--- config.mk ---
export PLATFORM = sky130hd
export DESIGN_NAME = imem_loader
export DESIGN_NICKNAME = d
export VERILOG_FILES = /design/src/rtl/imem_loader.sv
export SDC_FILE = /design/constraint.sdc
export NUM_CORES = 1
export LEC_CHECK = 0
export ABC_CLOCK_PERIOD_IN_PS = 4000
export CAP_MARGIN = 20
export CORE_ASPECT_RATIO = 1.4
export CORE_MARGIN = 8
export CORE_UTILIZATION = 59
export CTS_CLUSTER_SIZE = 14
export DETAILED_ROUTE_END_ITERATION = 7
export PLACE_DENSITY = 0.9
export SYNTH_ARGS = -nofsm -noshare
export SYNTH_HDL_FRONTEND = slang
export SYNTH_SLANG_ARGS = --single-unit
--- constraint.sdc ---
create_clock -name clk -period 4 [get_ports clk]
set_input_delay 0.4 -clock clk [delete_from_list [all_inputs] [get_ports clk]]
set_output_delay 0.4 -clock clk [all_outputs]
set_load 0.02 [all_outputs]
--- src/rtl/imem_loader.sv ---
// Instruction memory writer: takes a byte stream made of a 16-bit little-endian word count N
// followed by N little-endian 32-bit words, and writes those words to addresses 0..N-1.
module imem_loader #(
  parameter int DEPTH      = 256,
  parameter int ADDR_WIDTH = 8
) (
  input  logic                  clk,
  input  logic                  reset_n,
  input  logic                  start,
  input  logic [7:0]            in_data,
  input  logic                  in_valid,
  output logic                  in_ready,
  output logic                  we,
  output logic [ADDR_WIDTH-1:0] waddr,
  output logic [31:0]           wdata,
  output logic                  busy,
  output logic                  done,
  output logic                  error
);

  typedef enum logic [2:0] {IDLE, LEN_LO, LEN_HI, DATA, WRITE, FIN} state_t;

  localparam logic [16:0] DEPTH_L = 17'(DEPTH);

  state_t      state;
  logic [15:0] count;
  logic [1:0]  byte_cnt;
  logic [31:0] asm_word;
  logic        xfer;

  assign xfer = in_valid && in_ready;

  // waddr doubles as the word counter; on the last word it is left unchanged so it never wraps
  always_ff @(posedge clk or negedge reset_n) begin
    if (!reset_n) begin
      state    <= IDLE;
      count    <= '0;
      byte_cnt <= '0;
      asm_word <= '0;
      in_ready <= 1'b0;
      we       <= 1'b0;
      waddr    <= '0;
      wdata    <= '0;
      busy     <= 1'b0;
      done     <= 1'b0;
      error    <= 1'b0;
    end else begin
      we   <= 1'b0;
      done <= 1'b0;
      case (state)
        IDLE: begin
          if (start) begin
            error    <= 1'b0;
            waddr    <= '0;
            byte_cnt <= '0;
            busy     <= 1'b1;
            in_ready <= 1'b1;
            state    <= LEN_LO;
          end
        end
        LEN_LO: begin
          if (xfer) begin
            count[7:0] <= in_data;
            state      <= LEN_HI;
          end
        end
        LEN_HI: begin
          if (xfer) begin
            count[15:8] <= in_data;
            if ({in_data, count[7:0]} == 16'd0 || {1'b0, in_data, count[7:0]} > DEPTH_L) begin
              error    <= ({in_data, count[7:0]} != 16'd0);
              in_ready <= 1'b0;
              busy     <= 1'b0;
              done     <= 1'b1;
              state    <= FIN;
            end else begin
              state <= DATA;
            end
          end
        end
        DATA: begin
          if (xfer) begin
            asm_word <= {in_data, asm_word[31:8]};
            byte_cnt <= byte_cnt + 2'd1;
            if (byte_cnt == 2'd3) begin
              we       <= 1'b1;
              wdata    <= {in_data, asm_word[31:8]};
              in_ready <= 1'b0;
              state    <= WRITE;
            end
          end
        end
        WRITE: begin
          if (16'(waddr) == count - 16'd1) begin
            busy  <= 1'b0;
            done  <= 1'b1;
            state <= FIN;
          end else begin
            waddr    <= waddr + ADDR_WIDTH'(1);
            in_ready <= 1'b1;
            state    <= DATA;
          end
        end
        FIN:     state <= IDLE;
        default: state <= IDLE;
      endcase
    end
  end

endmodule

==> results.tsv, run 1 <==
metric	value	unit
status	completed	
fin_cells	572	
p_per_area	614	nW/um^2
drtIter0Drc	152	
synth_nets	434	
grt_pass1_vias	3375	
io_pins	57	
grt_antenna_before_repair	0	
cts_resized	0	
power	3.10	mW
synth_top_area_share	53.4	%
rsz0062_at_grt	false	
worstSetupEndpointType	flip-flop	
ys.warnings.count	0	
h-tree-depth	3	
p_leak	2.27	nW
clockRootBuffer	clkbuf_8	
tns	0	ps
die_y	116	microns
antenna_cells	0	
drt_wl_total	9850	microns
grt-ovfl-total	0	
hpwl	7120	microns
setup_violations	0	
criticalPathCategory	reg2reg	
ys_seq_elements	90	
synth.avg_cell_area	10.1	sq um
drc	0	
grt_start_max_net_pins	91	
final_max_slew_viol_count	0	
wl_per_cell	17.2	microns
worstMarginPinSlew	1060	ps
cts_max_path_buffers	2	
synth-edff-count	0	
hp-class	in2async	
max_freq	356	MHz
drt-vias-per-instance	5.84	
design_area	5060	sq um
synth_top_area_cell	dfrtp_1	
hold_viol	0	
numCtsBuffers	9	
synth_area_leaders	dfrtp_1, nand2_1, mux2_2	
path_cells	inv_1, ha_1, nor3b_2, a21boi_0, nor4_1, o211ai_1, nor4bb_1, buf_4, nand2_2, a31o_1	
max_stage_delay	450	ps
synth_area	4220	sq um
rows	36	
async_flop_share	100	%
die_area	10200	sq um
maxSlewHeadroom	29.2	%
detail-route-antenna-nets	0	
num_vias	3343	
drive_gt1_share	13.6	%
syn_inst	419	
finalCriticalPeriod	2810	ps
crit_fanout	9	
yosysUniqueCellTypes	57	
track_usage	20.5	%
crit_arrival	3060	ps
clk_latency	360	ps
syn_to_final_growth	19.9	%
clkSinkCount	90	
setup.worst_path.start_class	flip-flop	
grt_pass1_wl	16100	microns
core	6940	sq um
worstPathRequired	4250	ps
dpl.cell_count	556	
io_buffers	56	
nFillCells	524	
synthFlopType	dfrtp_1	
worst_path_max_delay_cell	dfrtp_1	
drt-pass1-iter-count	4	
path_clk_slew	80	ps
maxCapViolations	0	
placed_area	4850	sq um
seq_area_frac_synth	53.4	%
die_w	87.5	microns
cts_tree	yes	
peakVddDrop	358	uV
start_util	60.8	%
gp_congestion	0.963	
clock_skew	8.36	ps
layout.nets	489	
timing.final.crit_share	70.1	%
final timing paths:
check,from,endpoint,slack [ps],cells after the start
worst min register to register,asm_word[13],wdata[5],470,2
max in group asynchronous,reset_n,wdata[20],2920,3
worst max-delay path,count[0],busy,1190,10
worst max register to register,count[0],busy,1190,10
worst min-delay path,reset_n,wdata[2],470,2
min in group clk,asm_word[13],wdata[5],470,2
routing by layer:
metal / share of wire, % / global-route usage (%) / vias up / wire, microns
met1: 41 / 23.8 / 1635 / 4060
met4: 2.5 / 9.91 / 0 / 249
met3: 5.3 / 4.61 / 22 / 518
met5: 0 / 0 / - / 0
li1: - / - / 1560 / -
met2: 51 / 34.6 / 126 / 5020
timing repair:
item / in CTS / in global routing
buffers inserted: 0 / 0
hold buffers: 0 / 1
endpoints found under the hold margin: 0 / 19
per-stage QoR:
step                utilization (%)  hold WS [ps]  setup slack [ps]
detailed placement             69.9           455              1140
floorplan                         -           104              1580
CTS                            72.4           281              1240
finish                         72.9           466              1190
global placement               69.9           441              1130
global route                   72.9           490              1030
report_power, final:
part	total (mW)	internal, mW	switching [mW]	leakage [nW]
sequential	1.51	1.17	0.339	1.18
combinational	1.01	0.506	0.508	1.01
clock	0.583	0.282	0.302	0.0853
synth_stat cells, types with 4 or more instances:
| cell type | count |
|---|---|
| a21oi_1 | 10 |
| nand3_1 | 16 |
| dfrtp_1 | 90 |
| clkbuf_1 | 13 |
| o21ai_0 | 15 |
| inv_1 | 9 |
| nor4_1 | 6 |
| mux2_2 | 36 |
| o211ai_1 | 7 |
| nor2_1 | 14 |
| xor2_1 | 4 |
| nor2b_1 | 4 |
| or3_1 | 5 |
| nand2_1 | 114 |
| nor3_1 | 10 |
critical path: cells and delay by family (launching register included):
family                     cells  cell delay (ps)
AOI/OAI and AO/OA              3              580
buffers and inverters          2              310
DFF                            1              450
adders and majority gates      1              210
and+or+nand+nor                4             1150
cell type report:
cell class                      count  area [sq um]  share of cell area (%)
Clock buffer                       11           131                    2.60
Inverter                            9          33.8                   0.668
Timing Repair Buffer               62           626                    12.4
Sequential cell                    90          2250                    44.5
Clock inverter                      3          42.5                   0.841
Tap cell                           95           119                    2.35
Multi-Input combinational cell    302          1850                    36.7
placed cells by master (no fill, tap or decap), types with 2 or more instances in the layout:
cell	instances
a21oi_1	10
mux2i_1	2
or4_1	2
o211ai_1	7
nand2b_1	3
o21ai_0	15
nor3_2	2
o21a_1	3
and2_1	2
nor3_1	10
o31a_1	2
clkdlybuf4s50_1	55
buf_4	5
nand3b_1	3
o22ai_1	2
nor2b_1	4
xor2_1	4
xnor2_1	3
nor3b_1	2
or4_4	2
or3_1	5
nor2_1	14
ha_1	3
nand4_1	3
a31oi_1	2
clkbuf_8	9
inv_1	9
dfrtp_1	90
nand2_1	114
nor4_1	6
mux2_2	36
clkbuf_1	2
o2111ai_1	2
nand3_1	16
o41ai_1	2
sequential cells by signal, summed over array words and instances (netlist names), 2 cells and up:
signal / flops
state: 3
wdata: 32
asm_word: 24
count: 16
byte_cnt: 2
waddr: 8
cells by family after synthesis:
family          count (synthesis)  share of synthesized area [%]
compound gates                 56                           8.72
xor+xnor                        7                           1.45
fa+ha+maj                       3                          0.890
buf+inv                        27                           2.70
flops                          90                           53.4
mux                            39                           10.3
simple gates                  197                           22.5
No activity file was read; power rests on OpenSTA's default activity.
==> run 2, diff against run 1 <==
==> config.mk (replaced) <==
export PLATFORM = sky130hd
export DESIGN_NAME = imem_loader
export DESIGN_NICKNAME = d
export VERILOG_FILES = /design/src/rtl/imem_loader.sv
export SDC_FILE = /design/constraint.sdc
export NUM_CORES = 1
export LEC_CHECK = 0
export ABC_CLOCK_PERIOD_IN_PS = 2300
export CAP_MARGIN = 20
export CORE_ASPECT_RATIO = 1.4
export CORE_MARGIN = 8
export CORE_UTILIZATION = 49
export CTS_CLUSTER_SIZE = 14
export DETAILED_ROUTE_END_ITERATION = 7
export PLACE_DENSITY = 0.8
export SYNTH_ARGS = -nofsm -noshare
export SYNTH_HDL_FRONTEND = slang
export SYNTH_SLANG_ARGS = --single-unit
==> constraint.sdc (replaced) <==
create_clock -name clk -period 2.3 [get_ports clk]
set_input_delay 0.23 -clock clk [delete_from_list [all_inputs] [get_ports clk]]
set_output_delay 0.23 -clock clk [all_outputs]
set_load 0.02 [all_outputs]
==> run 2 against run 1 <==
Highest routed layer unchanged. The run now ends with negative setup slack left. Core utilization fell by 6.3 points. Setup slack got worse by 1400 ps. Clock-buffer cell count fell by 1. Largest power group unchanged. Combinational power rose by 140%. Non-clock buffer count rose by 44.
==> results.tsv, run 2 (synthesis results as in run 1) <==
metric	value	unit	change
die_y	126	microns	was 116 microns
largest_register_ff_count	32		unchanged
numCtsBuffers	9		unchanged
critPathBufInv	1		was 2
io_buffers	56		unchanged
clkPwrFrac	23.7	%	was 18.8%
status	finished with violations		was completed
syn_to_final_growth	33.6	%	was 19.9%
criticalPathCategory	reg2reg		unchanged
crit_arrival	2770	ps	was 3060 ps
top_register	wdata		unchanged
fin_cells	628		was 572
drt_wl_total	10900	microns	was 9850 microns
dpl_worst_slack	-183	ps	was 1140 ps
hold_ws	429	ps	was 466 ps
track_usage	18.8	%	was 20.5%
worstSetupEndpointType	flip-flop		unchanged
worstMarginPinSlew	792	ps	was 1060 ps
grt_pass1_wl	17800	microns	was 16,100 microns
clkSinkCount	90		unchanged
setup_violations	12		was 0
worstPathRequired	2520	ps	was 4250 ps
rrSetupSlack	-240	ps	was 1190 ps
path_cells	inv_1, ha_4, xor2_1, nand4_1, nor4_1, o2111ai_2, nor3_2, a21oi_2, mux2_4		was inv_1, ha_1, nor3b_2, a21boi_0, nor4_1, o211ai_1, nor4bb_1, buf_4, nand2_2, a31o_1
rows	40		was 36
num_vias	3548		was 3,343
p_per_area	1140	nW/um^2	was 614 nW/um^2
r2r-start	count[1]		was count[0]
drive_gt1_share	24.5	%	was 13.6%
grt-ovfl-total	0		unchanged
drtIter0Drc	224		was 152
wl_per_cell	17.4	microns	was 17.2 microns
setup_slack	-241	ps	was 1190 ps
drt-pass1-iter-count	4		unchanged
grt_antenna_before_repair	0		unchanged
clockRootBuffer	clkbuf_16		was clkbuf_8
finalCriticalPeriod	2540	ps	was 2810 ps
cts_max_path_buffers	2		unchanged
critPathLaunch	count[1]		was count[0]
reg_top3	wdata: 32 flops, asm_word: 24 flops, count: 16 flops		unchanged
hpwl	7890	microns	was 7120 microns
rr_worst_depth	9		was 10
crit_fanout	2		was 9
worstSetupEndpoint	waddr[0]		was busy
mostFrequentLayoutCell	nand2_1		unchanged
setup.worst_path.start_class	flip-flop		unchanged
power	6.41	mW	was 3.10 mW
p_leak	2.59	nW	was 2.27 nW
die_w	94.4	microns	was 87.5 microns
die_area	11900	sq um	was 10,200 sq um
antenna_cells	0		unchanged
dpl.cell_count	607		was 556
max_freq	394	MHz	was 356 MHz
max_stage_delay	390	ps	was 450 ps
drt-vias-per-instance	5.65		was 5.84
swShare	35.0	%	was 37.0%
final_util	66.7	%	was 72.9%
start_util	49.9	%	was 60.8%
final_max_slew_viol_count	0		unchanged
maxCapViolations	0		unchanged
peakVddDrop	781	uV	was 358 uV
cts_tree	yes		unchanged
clock_skew	6.81	ps	was 8.36 ps
io_pins	57		unchanged
timing.final.crit_share	110	%	was 70.1%
netSwitchingPower	2.24	mW	was 1.15 mW
cp.depth	9		was 10
clk_latency	340	ps	was 360 ps
layout.nets	533		was 489
final_cell_mix	nand2_1, dfrtp_1, clkdlybuf4s50_1		unchanged
critPathTopFamily	simple AND/OR/NAND/NOR gates		unchanged
gp_congestion	0.943		was 0.963
core	8460	sq um	was 6940 sq um
hp-class	in2async		unchanged
r2r_end	waddr[0]		was busy
drc	0		unchanged
hold_viol	0		unchanged
path_clk_slew	60	ps	was 80 ps
worst_path_max_delay_cell	nor4_1		was dfrtp_1
detail-route-antenna-nets	0		unchanged
h-tree-depth	3		unchanged
maxSlewHeadroom	46.6	%	was 29.2%
p_int	4.16	mW	was 1.96 mW
grt_start_max_net_pins	46		was 91
grt_pass1_vias	3620		was 3,375
seqPwrFrac	38.2	%	was 48.5%
pwr-share-comb	38.0	%	was 32.7%
rsz0062_at_grt	true		was false
violations	negative setup slack		
-- run 2: worst min path at each step --
| stage | startpoint | endpoint | slack [ps] | cells after the start |
|---|---|---|---|---|
| after floorplan | reset_n | asm_word[10] | -70 | 0 |
| after global placement | reset_n | wdata[14] | 260 | 1 |
| after detailed placement | reset_n | wdata[14] | 260 | 1 |
| after CTS | reset_n | wdata[11] | 440 | 2 |
| after global routing | reset_n | wdata[11] | 490 | 2 |
| final | reset_n | wdata[6] | 430 | 2 |
-- run 2: stage by stage --
step	area, sq um	setup TNS, ps
finish	5640	-1790
global route	5640	-3090
CTS	5580	-1330
detailed placement	5200	-1300
global placement	5200	-697
floorplan	4230	-35.8
-- run 2: repair_timing --
| item | 4_1_cts | 5_1_grt |
|---|---|---|
| setup endpoints to repair | 13 | 14 |
| resized for setup | 7 | 12 |
| hold buffers | 1 | 0 |
| buffers inserted | 3 | 0 |
| gates cloned | 0 | 1 |
| pin swaps | 7 | 6 |
| endpoints found under the hold margin | 42 | 0 |
-- run 2: cell type report --
class                   count  area (sq um)
clock inverters             6          72.6
inverters                   9          33.8
fillers                   643          2820
clock buffers              10           239
well taps                 105           131
multi-input cells         302          1940
flip-flops and latches     90          2250
repair buffers            106           970
-- run 2: power by group through the flow --
stage | combinational [mW] | clock [mW] | sequential, mW
after floorplan | 1.33 | 0 | 2.47
after global placement | 2.22 | 0 | 2.43
after detailed placement | 2.28 | 0 | 2.46
after CTS | 2.36 | 1.54 | 2.45
after global routing | 2.62 | 1.60 | 2.51
final | 2.44 | 1.52 | 2.45
-- run 2: layer usage --
metal	track usage [%]	part of all wire (%)
met4	9.93	3.4
met2	33.1	53
met3	3.51	4.6
met5	0	0
met1	20.5	39
